==> src/rtl/trace_pkg.sv <==
// Shared types and constants for the retire trace buffer: FSM encoding,
// flag bit positions and the packed record width.
package trace_pkg;

  typedef enum logic [2:0] {
    IDLE    = 3'd0,
    ARMED   = 3'd1,
    POST    = 3'd2,
    FROZEN  = 3'd3,
    READOUT = 3'd4
  } trace_state_t;

  localparam int FLAG_Z = 0;
  localparam int FLAG_C = 1;
  localparam int FLAG_V = 2;
  localparam int FLAG_N = 3;

  // Record layout is {pc, instr[31:0], result, flags[3:0]}.
  function automatic int rec_w(input int xlen);
    return 2 * xlen + 36;
  endfunction

endpackage

==> src/rtl/trace_ram.sv <==
// Simple dual-port trace storage: synchronous write, registered synchronous read.
// The read register holds its value while rd_en is low, which lets it act as a prefetch stage.
module trace_ram #(
  parameter int DEPTH = 16,
  parameter int W     = 100,
  localparam int AW   = $clog2(DEPTH)
) (
  input  logic          clk,
  input  logic          wr_en,
  input  logic [AW-1:0] wr_addr,
  input  logic [W-1:0]  wr_data,
  input  logic          rd_en,
  input  logic [AW-1:0] rd_addr,
  output logic [W-1:0]  rd_data
);

  logic [W-1:0] mem [DEPTH];

  always_ff @(posedge clk) begin
    if (wr_en) mem[wr_addr] <= wr_data;
    if (rd_en) rd_data <= mem[rd_addr];
  end

endmodule

==> src/rtl/retire_trace_buffer.sv <==
// Retire trace buffer: captures one record per retired instruction, freezes on
// PC trigger / full / stop, then drains the frozen contents over valid/ready.
module retire_trace_buffer
  import trace_pkg::*;
#(
  parameter int XLEN  = 32,
  parameter int DEPTH = 16,
  localparam int AW   = $clog2(DEPTH)
) (
  input  logic            clk,
  input  logic            reset,
  input  logic            cap_valid,
  input  logic [XLEN-1:0] cap_pc,
  input  logic [31:0]     cap_instr,
  input  logic [XLEN-1:0] cap_result,
  input  logic [3:0]      cap_flags,
  input  logic            arm,
  input  logic            stop,
  input  logic            mode_wrap,
  input  logic            trig_en,
  input  logic [XLEN-1:0] trig_pc,
  input  logic [AW-1:0]   post_count,
  output logic            rd_valid,
  input  logic            rd_ready,
  output logic [XLEN-1:0] rd_pc,
  output logic [31:0]     rd_instr,
  output logic [XLEN-1:0] rd_result,
  output logic [3:0]      rd_flags,
  output logic            rd_last,
  output logic [2:0]      state,
  output logic [AW:0]     count,
  output logic            triggered
);

  localparam int REC_W = rec_w(XLEN);
  localparam logic [AW:0]   FULL    = {1'b1, {AW{1'b0}}};
  localparam logic [AW:0]   CNT_ONE = {{AW{1'b0}}, 1'b1};
  localparam logic [AW-1:0] PTR_ONE = {{(AW-1){1'b0}}, 1'b1};

  trace_state_t state_reg, state_next;
  logic [AW-1:0]    wr_ptr_reg, rd_ptr_reg, post_left_reg;
  logic [AW:0]      count_reg, reads_left_reg, load_left_reg;
  logic             triggered_reg, dout_valid_reg, rd_valid_reg, rd_last_reg;
  logic [REC_W-1:0] out_rec_reg, ram_rd_data;

  logic          capturing, wr_en, fill_stop, trig_hit, post_done;
  logic          load_out, xfer, issue, ram_rd_en;
  logic [AW:0]   count_inc, count_after;
  logic [AW-1:0] start_ptr, ram_rd_addr;

  assign capturing   = (state_reg == ARMED) || (state_reg == POST);
  assign wr_en       = cap_valid && capturing;
  assign count_inc   = (count_reg == FULL) ? FULL : count_reg + CNT_ONE;
  assign count_after = wr_en ? count_inc : count_reg;
  assign fill_stop   = wr_en && !mode_wrap && (count_inc == FULL);
  assign trig_hit    = wr_en && (state_reg == ARMED) && trig_en && (cap_pc == trig_pc);
  assign post_done   = wr_en && (state_reg == POST) && (post_left_reg == PTR_ONE);

  // A full buffer has wrapped (or just filled), so the oldest entry sits at wr_ptr.
  assign start_ptr = (count_reg == FULL) ? wr_ptr_reg : '0;

  // RAM output register is a one-deep prefetch behind the output register.
  assign xfer        = rd_valid_reg && rd_ready;
  assign load_out    = dout_valid_reg && (!rd_valid_reg || rd_ready);
  assign issue       = (state_reg == READOUT) && (reads_left_reg != '0) &&
                       (!dout_valid_reg || load_out);
  assign ram_rd_en   = (state_reg == FROZEN) || issue;
  assign ram_rd_addr = (state_reg == FROZEN) ? start_ptr : rd_ptr_reg;

  trace_ram #(.DEPTH(DEPTH), .W(REC_W)) u_ram (
    .clk     (clk),
    .wr_en   (wr_en),
    .wr_addr (wr_ptr_reg),
    .wr_data ({cap_pc, cap_instr, cap_result, cap_flags}),
    .rd_en   (ram_rd_en),
    .rd_addr (ram_rd_addr),
    .rd_data (ram_rd_data)
  );

  always_comb begin
    state_next = state_reg;
    case (state_reg)
      IDLE:    if (arm) state_next = ARMED;
      ARMED: begin
        if (fill_stop)     state_next = FROZEN;
        else if (trig_hit) state_next = (post_count == '0) ? FROZEN : POST;
        else if (stop)     state_next = (count_after == '0) ? IDLE : FROZEN;
      end
      POST:    if (fill_stop || post_done || stop) state_next = FROZEN;
      FROZEN:  state_next = READOUT;
      READOUT: if (xfer && rd_last_reg) state_next = IDLE;
      default: state_next = IDLE;
    endcase
  end

  always_ff @(posedge clk or negedge reset) begin
    if (!reset) begin
      state_reg      <= IDLE;
      wr_ptr_reg     <= '0;
      rd_ptr_reg     <= '0;
      post_left_reg  <= '0;
      count_reg      <= '0;
      reads_left_reg <= '0;
      load_left_reg  <= '0;
      triggered_reg  <= 1'b0;
      dout_valid_reg <= 1'b0;
      rd_valid_reg   <= 1'b0;
      rd_last_reg    <= 1'b0;
      out_rec_reg    <= '0;
    end else begin
      state_reg <= state_next;
      if (state_reg == IDLE && arm) begin
        wr_ptr_reg    <= '0;
        count_reg     <= '0;
        triggered_reg <= 1'b0;
      end
      if (wr_en) begin
        wr_ptr_reg <= wr_ptr_reg + PTR_ONE;
        count_reg  <= count_inc;
      end
      if (trig_hit) begin
        triggered_reg <= 1'b1;
        post_left_reg <= post_count;
      end else if (wr_en && state_reg == POST) begin
        post_left_reg <= post_left_reg - PTR_ONE;
      end
      if (state_reg == FROZEN) begin
        rd_ptr_reg     <= start_ptr + PTR_ONE;
        reads_left_reg <= count_reg - CNT_ONE;
        load_left_reg  <= count_reg;
        dout_valid_reg <= 1'b1;
      end else if (state_reg == READOUT) begin
        if (issue) begin
          rd_ptr_reg     <= rd_ptr_reg + PTR_ONE;
          reads_left_reg <= reads_left_reg - CNT_ONE;
          dout_valid_reg <= 1'b1;
        end else if (load_out) begin
          dout_valid_reg <= 1'b0;
        end
        if (load_out) begin
          out_rec_reg   <= ram_rd_data;
          rd_valid_reg  <= 1'b1;
          rd_last_reg   <= (load_left_reg == CNT_ONE);
          load_left_reg <= load_left_reg - CNT_ONE;
        end else if (xfer) begin
          rd_valid_reg <= 1'b0;
          rd_last_reg  <= 1'b0;
        end
      end
    end
  end

  assign rd_valid  = rd_valid_reg;
  assign rd_last   = rd_last_reg;
  assign rd_pc     = out_rec_reg[REC_W-1 -: XLEN];
  assign rd_instr  = out_rec_reg[XLEN+35 -: 32];
  assign rd_result = out_rec_reg[XLEN+3 -: XLEN];
  assign rd_flags  = out_rec_reg[3:0];
  assign state     = state_reg;
  assign count     = count_reg;
  assign triggered = triggered_reg;

endmodule

==> config.mk <==
export PLATFORM = sky130hd
export DESIGN_NAME = retire_trace_buffer
export DESIGN_NICKNAME = d
export VERILOG_FILES = /design/src/rtl/trace_pkg.sv /design/src/rtl/trace_ram.sv /design/src/rtl/retire_trace_buffer.sv
export SDC_FILE = /design/constraint.sdc
export NUM_CORES = 2
export LEC_CHECK = 0
export CORE_ASPECT_RATIO = 1.4
export CORE_MARGIN = 2
export CORE_UTILIZATION = 61
export CTS_BUF_LIST = sky130_fd_sc_hd__clkbuf_8
export CTS_CLUSTER_DIAMETER = 30
export CTS_CLUSTER_SIZE = 40
export DETAILED_ROUTE_END_ITERATION = 6
export PLACE_DENSITY = 0.9
export SYNTH_ARGS = -nofsm -noshare
export SYNTH_HDL_FRONTEND = slang
export SYNTH_SLANG_ARGS = --single-unit
export TNS_END_PERCENT = 1
==> constraint.sdc <==
create_clock -name clk -period 10.4 [get_ports clk]
set_input_delay 3.12 -clock clk [delete_from_list [all_inputs] [get_ports clk]]
set_output_delay 3.12 -clock clk [all_outputs]
set_load 0.02 [all_outputs]
---- Word level (Yosys, flattened, before mapping) ----
Memory sizes are Yosys's and may differ from the RTL's. A register that Yosys moved wholly into a read port is not among the register bits.
Index checks and enable logic that the tools add are counted.
storage, ports and cells
  register bits ........................... 134
  RAM bits ................................ 1600
  logic and storage cells ................. 115
  memories kept ........................... 1
operators by class
  add/subtract/negate cells ............... 8
  eq/ne operators ......................... 13
  mux-type cells .......................... 39
  bitwise operators ....................... 1
  reductions and logical operators ........ 41
memory list
  memory     words  bits a word  read ports  clocked after memory_dff  write ports  line             source
  u_ram.mem  16     100          1           1                         1            trace_ram.sv:17  logic [W-1:0] mem [DEPTH];
operator list
  operator               number
  $mux W5                10
  $mux W4                9
  $eq A32 B32 Y1         1
  $mux W3                6
  $pmux W3 S5            1
  $sub A5 B1 Y5 const B  3
  $logic_and A1 B1 Y1    14
  $reduce_bool A2 Y1     7
  $add A4 B1 Y4 const B  3
  $mux W1                12
  $eq A5 B5 Y1 const B   2
  $eq A3 B2 Y1 const B   2
  $logic_or A1 B1 Y1     6
  $reduce_and A2 Y1      3
  $reduce_and A3 Y1      2
  $add A5 B1 Y5 const B  1
  $eq A5 B1 Y1 const B   1
  $logic_not A5 Y1       1
  $reduce_bool A5 Y1     1
  $eq A4 B1 Y1 const B   1
  $logic_not A4 Y1       1
  $ne A2 B1 Y1 const B   2
  $ne A4 B4 Y1 const B   1
  $reduce_and A4 Y1      1
  9 further kinds        11

---- Depth between registers and ports, before layout ----
  word-level depth ........................ 10
  gate-level depth with buffers ........... 13
  gate-level depth less buffers ........... 9

---- Modules after synthesis ----
A second synthesis with hierarchy kept.
unflattened totals
  cells, all modules ...................... 3057
  area, all modules ....................... 69055.0 um^2
by module, submodules not included
  module               times used  cells each  area each (um^2)  sequential area each (um^2)
  trace_ram            1           2560        62779.0           51049.0
  retire_trace_buffer  1           497         6276.0            3353.2

---- Least setup slack after synthesis ----
Ideal clock, no wire load.
  kind .................................... in2reg
  from .................................... input port rd_ready
  to ...................................... register rd_ptr_reg[0]
  arrival time ............................ 7.129 ns
  required time ........................... 10.266 ns
  slack ................................... 3.137 ns
  cell stages on the path ................. 5
  buffers on the path ..................... 1
  path through ............................ nor2b_1 > a211oi_1 > or2_2 > clkbuf_1 > mux2_2
on the way
  cells in the longest elaborated chain, start to end .. 6
ends and longest elaborated chain
  element                              line                        source
  from (decl)                          retire_trace_buffer.sv:24   input logic rd_ready,
  $logic_or A1 B1 Y1                   retire_trace_buffer.sv:64   assign load_out = dout_valid_reg && (!rd_valid_reg || rd_ready);
  $logic_and A1 B1 Y1                  retire_trace_buffer.sv:64
  $logic_or A1 B1 Y1                   retire_trace_buffer.sv:66   (!dout_valid_reg || load_out);
  $logic_and A1 B1 Y1                  retire_trace_buffer.sv:65   assign issue = (state_reg == READOUT) && (reads_left_reg != '0) &&
  $reduce_bool A2 Y1 (no source line)  --
  $reduce_and A2 Y1 (no source line)   --
  to (signal assigned)                 retire_trace_buffer.sv:128  rd_ptr_reg <= start_ptr + PTR_ONE;
  to (signal assigned)                 retire_trace_buffer.sv:134  rd_ptr_reg <= rd_ptr_reg + PTR_ONE;
  to (decl)                            retire_trace_buffer.sv:41   logic [AW-1:0] wr_ptr_reg, rd_ptr_reg, post_left_reg;
No other way between the ends.
A chain may end at the register's enable or synchronous reset.

---- Worst setup path in the final report ----
  from .................................... input port cap_valid
  to ...................................... memory u_ram.mem[7][22], enable pin
on the way
  cells in the longest elaborated chain, start to end .. 3
ends and longest elaborated chain
  element                        line                       source
  from (decl)                    retire_trace_buffer.sv:12  input logic cap_valid,
  $logic_and A1 B1 Y1            retire_trace_buffer.sv:52  assign wr_en = cap_valid && capturing;
  $mux W1                        trace_ram.sv:20            if (wr_en) mem[wr_addr] <= wr_data;
  $mux W1 (not written as such)  trace_ram.sv:20
  to (decl)                      trace_ram.sv:17
No other way between the ends.

==> qor.yml <==
power_density_nw_per_um2: 266
root_buffer: "clkbuf_8"
worstHoldPathType: "register to register"
clkPwrFrac: 0.251
drive_gt1_frac: 0.148
synth.top_cell.area_share: 0.723
start_util: 0.616
synth.distinct_cells: 62
holdWs_ps: 477
wl_per_cell_um: 30.6
synthTopCellsByArea: "edfxtp_1 (72%), mux2i_1 (5.7%), dfrtp_1 (4.7%)"
grt_pass1_vias: 41909
ios: 255
synth_xor_xnor_area_share: 0.00558
p_total_uw: 21100
cts_setup_buffers: 0
cts-buffers-inserted: 203
synth.avg_cell_area_sq_um: 17.8
finalSetupTns_ps: 0
synth_fa_ha_area_frac: 0.00213
period_share: 0.645
largest_reg_flops: 1600
rows: 147
dr_total_vias: 40861
relSlewSlack: 0.143
area_delta_synth_final_pct: 12.2
drt-vias-per-instance: 6.93
hold_viol: 0
synth_top_family_by_area: "multiplexers"
ant_nets: 0
grt_setup_unrepaired: "no"
worstMarginPinSlew_ps: 1290
synth-compound-area-share: 0.0626
grt_antenna_before_repair: 9
drt_iter0_drc: 5953
endpoint_kind: "register"
synth_area_sq_um: 70700
yosys.area.top_type: "edfxtp_1"
status: "finished, violations left"
p_int_uw: 13900
slew_viol_final: 0
critical_path_class: "input pin to register"
seq_area_frac_synth: 0.770
postCtsHoldBufs: 0
post-dp-hpwl_um: 95100
p_comb_frac: 0.309
cts_tree: "yes"
synth_seq_cells: 1834
grt_max_degree: 201
drc: 5
skew_ps: 61.6
irDropWorstVdd_v: 0.000295
dr.pass1.iters: 7
clock.fmax_mhz: 149
muxShareOfSynthArea: 0.106
cp_max_fo: 55
path_cells: "clkdlybuf4s50_1 -> nor2b_1 -> and2_1 -> nand2_1 -> nor2_1 -> and2_4 -> buf_4"
design.die.area_sq_um: 119000
cp.required_ps: 10950
die_h_um: 407
synth_ff_type: "edfxtp_1"
grt_overflow: 0
synth_edf_count: 1700
die_x_um: 292
grt_usage: 0.302
cts_sinks: 1834
nets: 4382
period_needed_ps: 6710
cp.arrival_ps: 7260
p_sw_uw: 7180
maxCapViolCount: 0
cp_slowest_stage_delay_ps: 910
swShare: 0.341
synth_cells: 3973
clock_latency_ps: 980
syn-num-nets: 4129
h-tree-depth: 4
violations: "DRC"
clockBufferDepth: 3
yosys.area_share.simple: 0.0379
drt-total-wl_um: 181000
port_buffers: 254
setup_viol: 0
cts_resized: 0
grt_pass1_wl_um: 263000
start_kind: "input pin"
clk_pin_slew_ps: 70
ys_warn_count: 0
critPathSlowestCell: "buf_4"
gp_congestion: 0.902
ys_async_sr_fraction: 0.0731
pwr-share-seq: 0.440
leakagePower_uw: 0.0269
design.core.area_sq_um: 115000
-- final timing paths --
path / endpoint / slack [ps] / startpoint / depth (start not counted)
worst max register to register: u_ram.rd_data[44] / 5060 / state[2] / 8
worst max-delay path: u_ram.mem[7][22] / 3690 / cap_valid / 7
worst min-delay path: out_rec_reg[73] / 480 / u_ram.rd_data[73] / 1
max in group asynchronous: post_left_reg[2] / 7100 / reset / 2
worst min register to register: out_rec_reg[73] / 480 / u_ram.rd_data[73] / 1
min in group asynchronous: out_rec_reg[20] / 2090 / reset / 1
-- stage by stage --
stage                     utilization  area, sq um  std cells  worst slack (ps)
after global routing            0.691        79300       5899              3640
after global placement          0.650        74600       5511              3140
after floorplan                     -        70700       3973              3140
final                           0.691        79300       5900              3690
after CTS                       0.691        79300       5896              3880
after detailed placement        0.650        74600       5511              2930
-- cell usage in the layout (no fill, tap or decap), types with 4 or more instances in the layout --
cell type and instances:
edfxtp_1 1700, mux2i_1 403, clkdlybuf4s50_1 253, o21ai_0 219, a21oi_1 213, nand3_1 212, clkbuf_8 212, o22ai_1 202
dfrtp_1 134, mux2_2 105, a211oi_1 101, mux4_2 100, or3b_1 100, buf_4 51, xnor2_1 37, nand2_1 32
inv_1 31, inv_6 26, clkinv_2 23, clkinvlp_4 22, clkinv_4 21, inv_8 20, bufinv_16 16, clkinv_1 16
nor2_1 13, clkinv_8 13, nand4_1 12, ha_1 12, xor2_1 8, and3_4 8, nor4_1 7, nor2b_1 6
a21o_1 6, and2_4 5, diode_2 4, nor4b_1 4, and4_4 4
-- power by group through the flow --
stage | Combinational, uW | Clock [uW] | Sequential (uW)
floorplan | 3840 | 0 | 9580
global route | 6740 | 5560 | 9320
detailed placement | 6290 | 0 | 9400
finish | 6500 | 5290 | 9260
CTS | 6420 | 5300 | 9250
global placement | 6070 | 0 | 9370
-- kinds of logic (layout without fill, tap and decap cells) --
family                   Yosys count  count (layout)
flip-flops                      1834            1834
other                              0               4
multiplexers                     608             608
buffers and inverters            275             708
AND/OR/NAND/NOR                  435             435
XOR/XNOR                          45              45
AO/OA/AOI/OAI                    764             764
adder cells (fa/ha/maj)           12              12
-- cell type report --
type / count / area [sq um]
timing repair buffer: 308 / 2990
sequential: 1834 / 54400
clock inverter: 173 / 1730
tap: 1490 / 1860
fill: 6553 / 35500
antenna: 4 / 10.0
multi-input combinational: 1864 / 15300
clock buffer: 212 / 2920
inverter: 15 / 56.3
-- cell usage after synthesis (all sizes together), types with 2 or more instances --
| master | number |
|---|---|
| dfrtp | 134 |
| mux2 | 105 |
| mux2i | 403 |
| o221ai | 2 |
| a21oi | 215 |
| o211ai | 3 |
| inv | 15 |
| a21o | 6 |
| o22ai | 202 |
| nand3 | 213 |
| nand4 | 12 |
| nor3b | 2 |
| nor4 | 7 |
| clkbuf | 172 |
| and3 | 11 |
| and4 | 4 |
| nor2b | 6 |
| a41oi | 3 |
| nor4b | 4 |
| o21ai | 219 |
| ha | 12 |
| xor2 | 8 |
| mux4 | 100 |
| nand2 | 34 |
| nor2 | 14 |
| or3b | 101 |
| buf | 88 |
| and3b | 2 |
| and2 | 8 |
| or3 | 2 |
| nor3 | 3 |
| edfxtp | 1700 |
| nand3b | 3 |
| a211oi | 101 |
| xnor2 | 37 |
| nand2b | 3 |
-- layer usage --
layer | GRT usage | routed length [um] | share of wire
met5 | 0 | 48 | 0.00027
met4 | 0.182 | 11700 | 0.065
met3 | 0.0744 | 21000 | 0.12
met2 | 0.514 | 91400 | 0.51
met1 | 0.349 | 56700 | 0.31
-- worst max-delay path: cells and delay by family --
kind / cells / cell delay [ps]
buf+inv: 2 / 1510
simple gates: 5 / 2490
No activity file was read; power rests on OpenSTA's default activity.
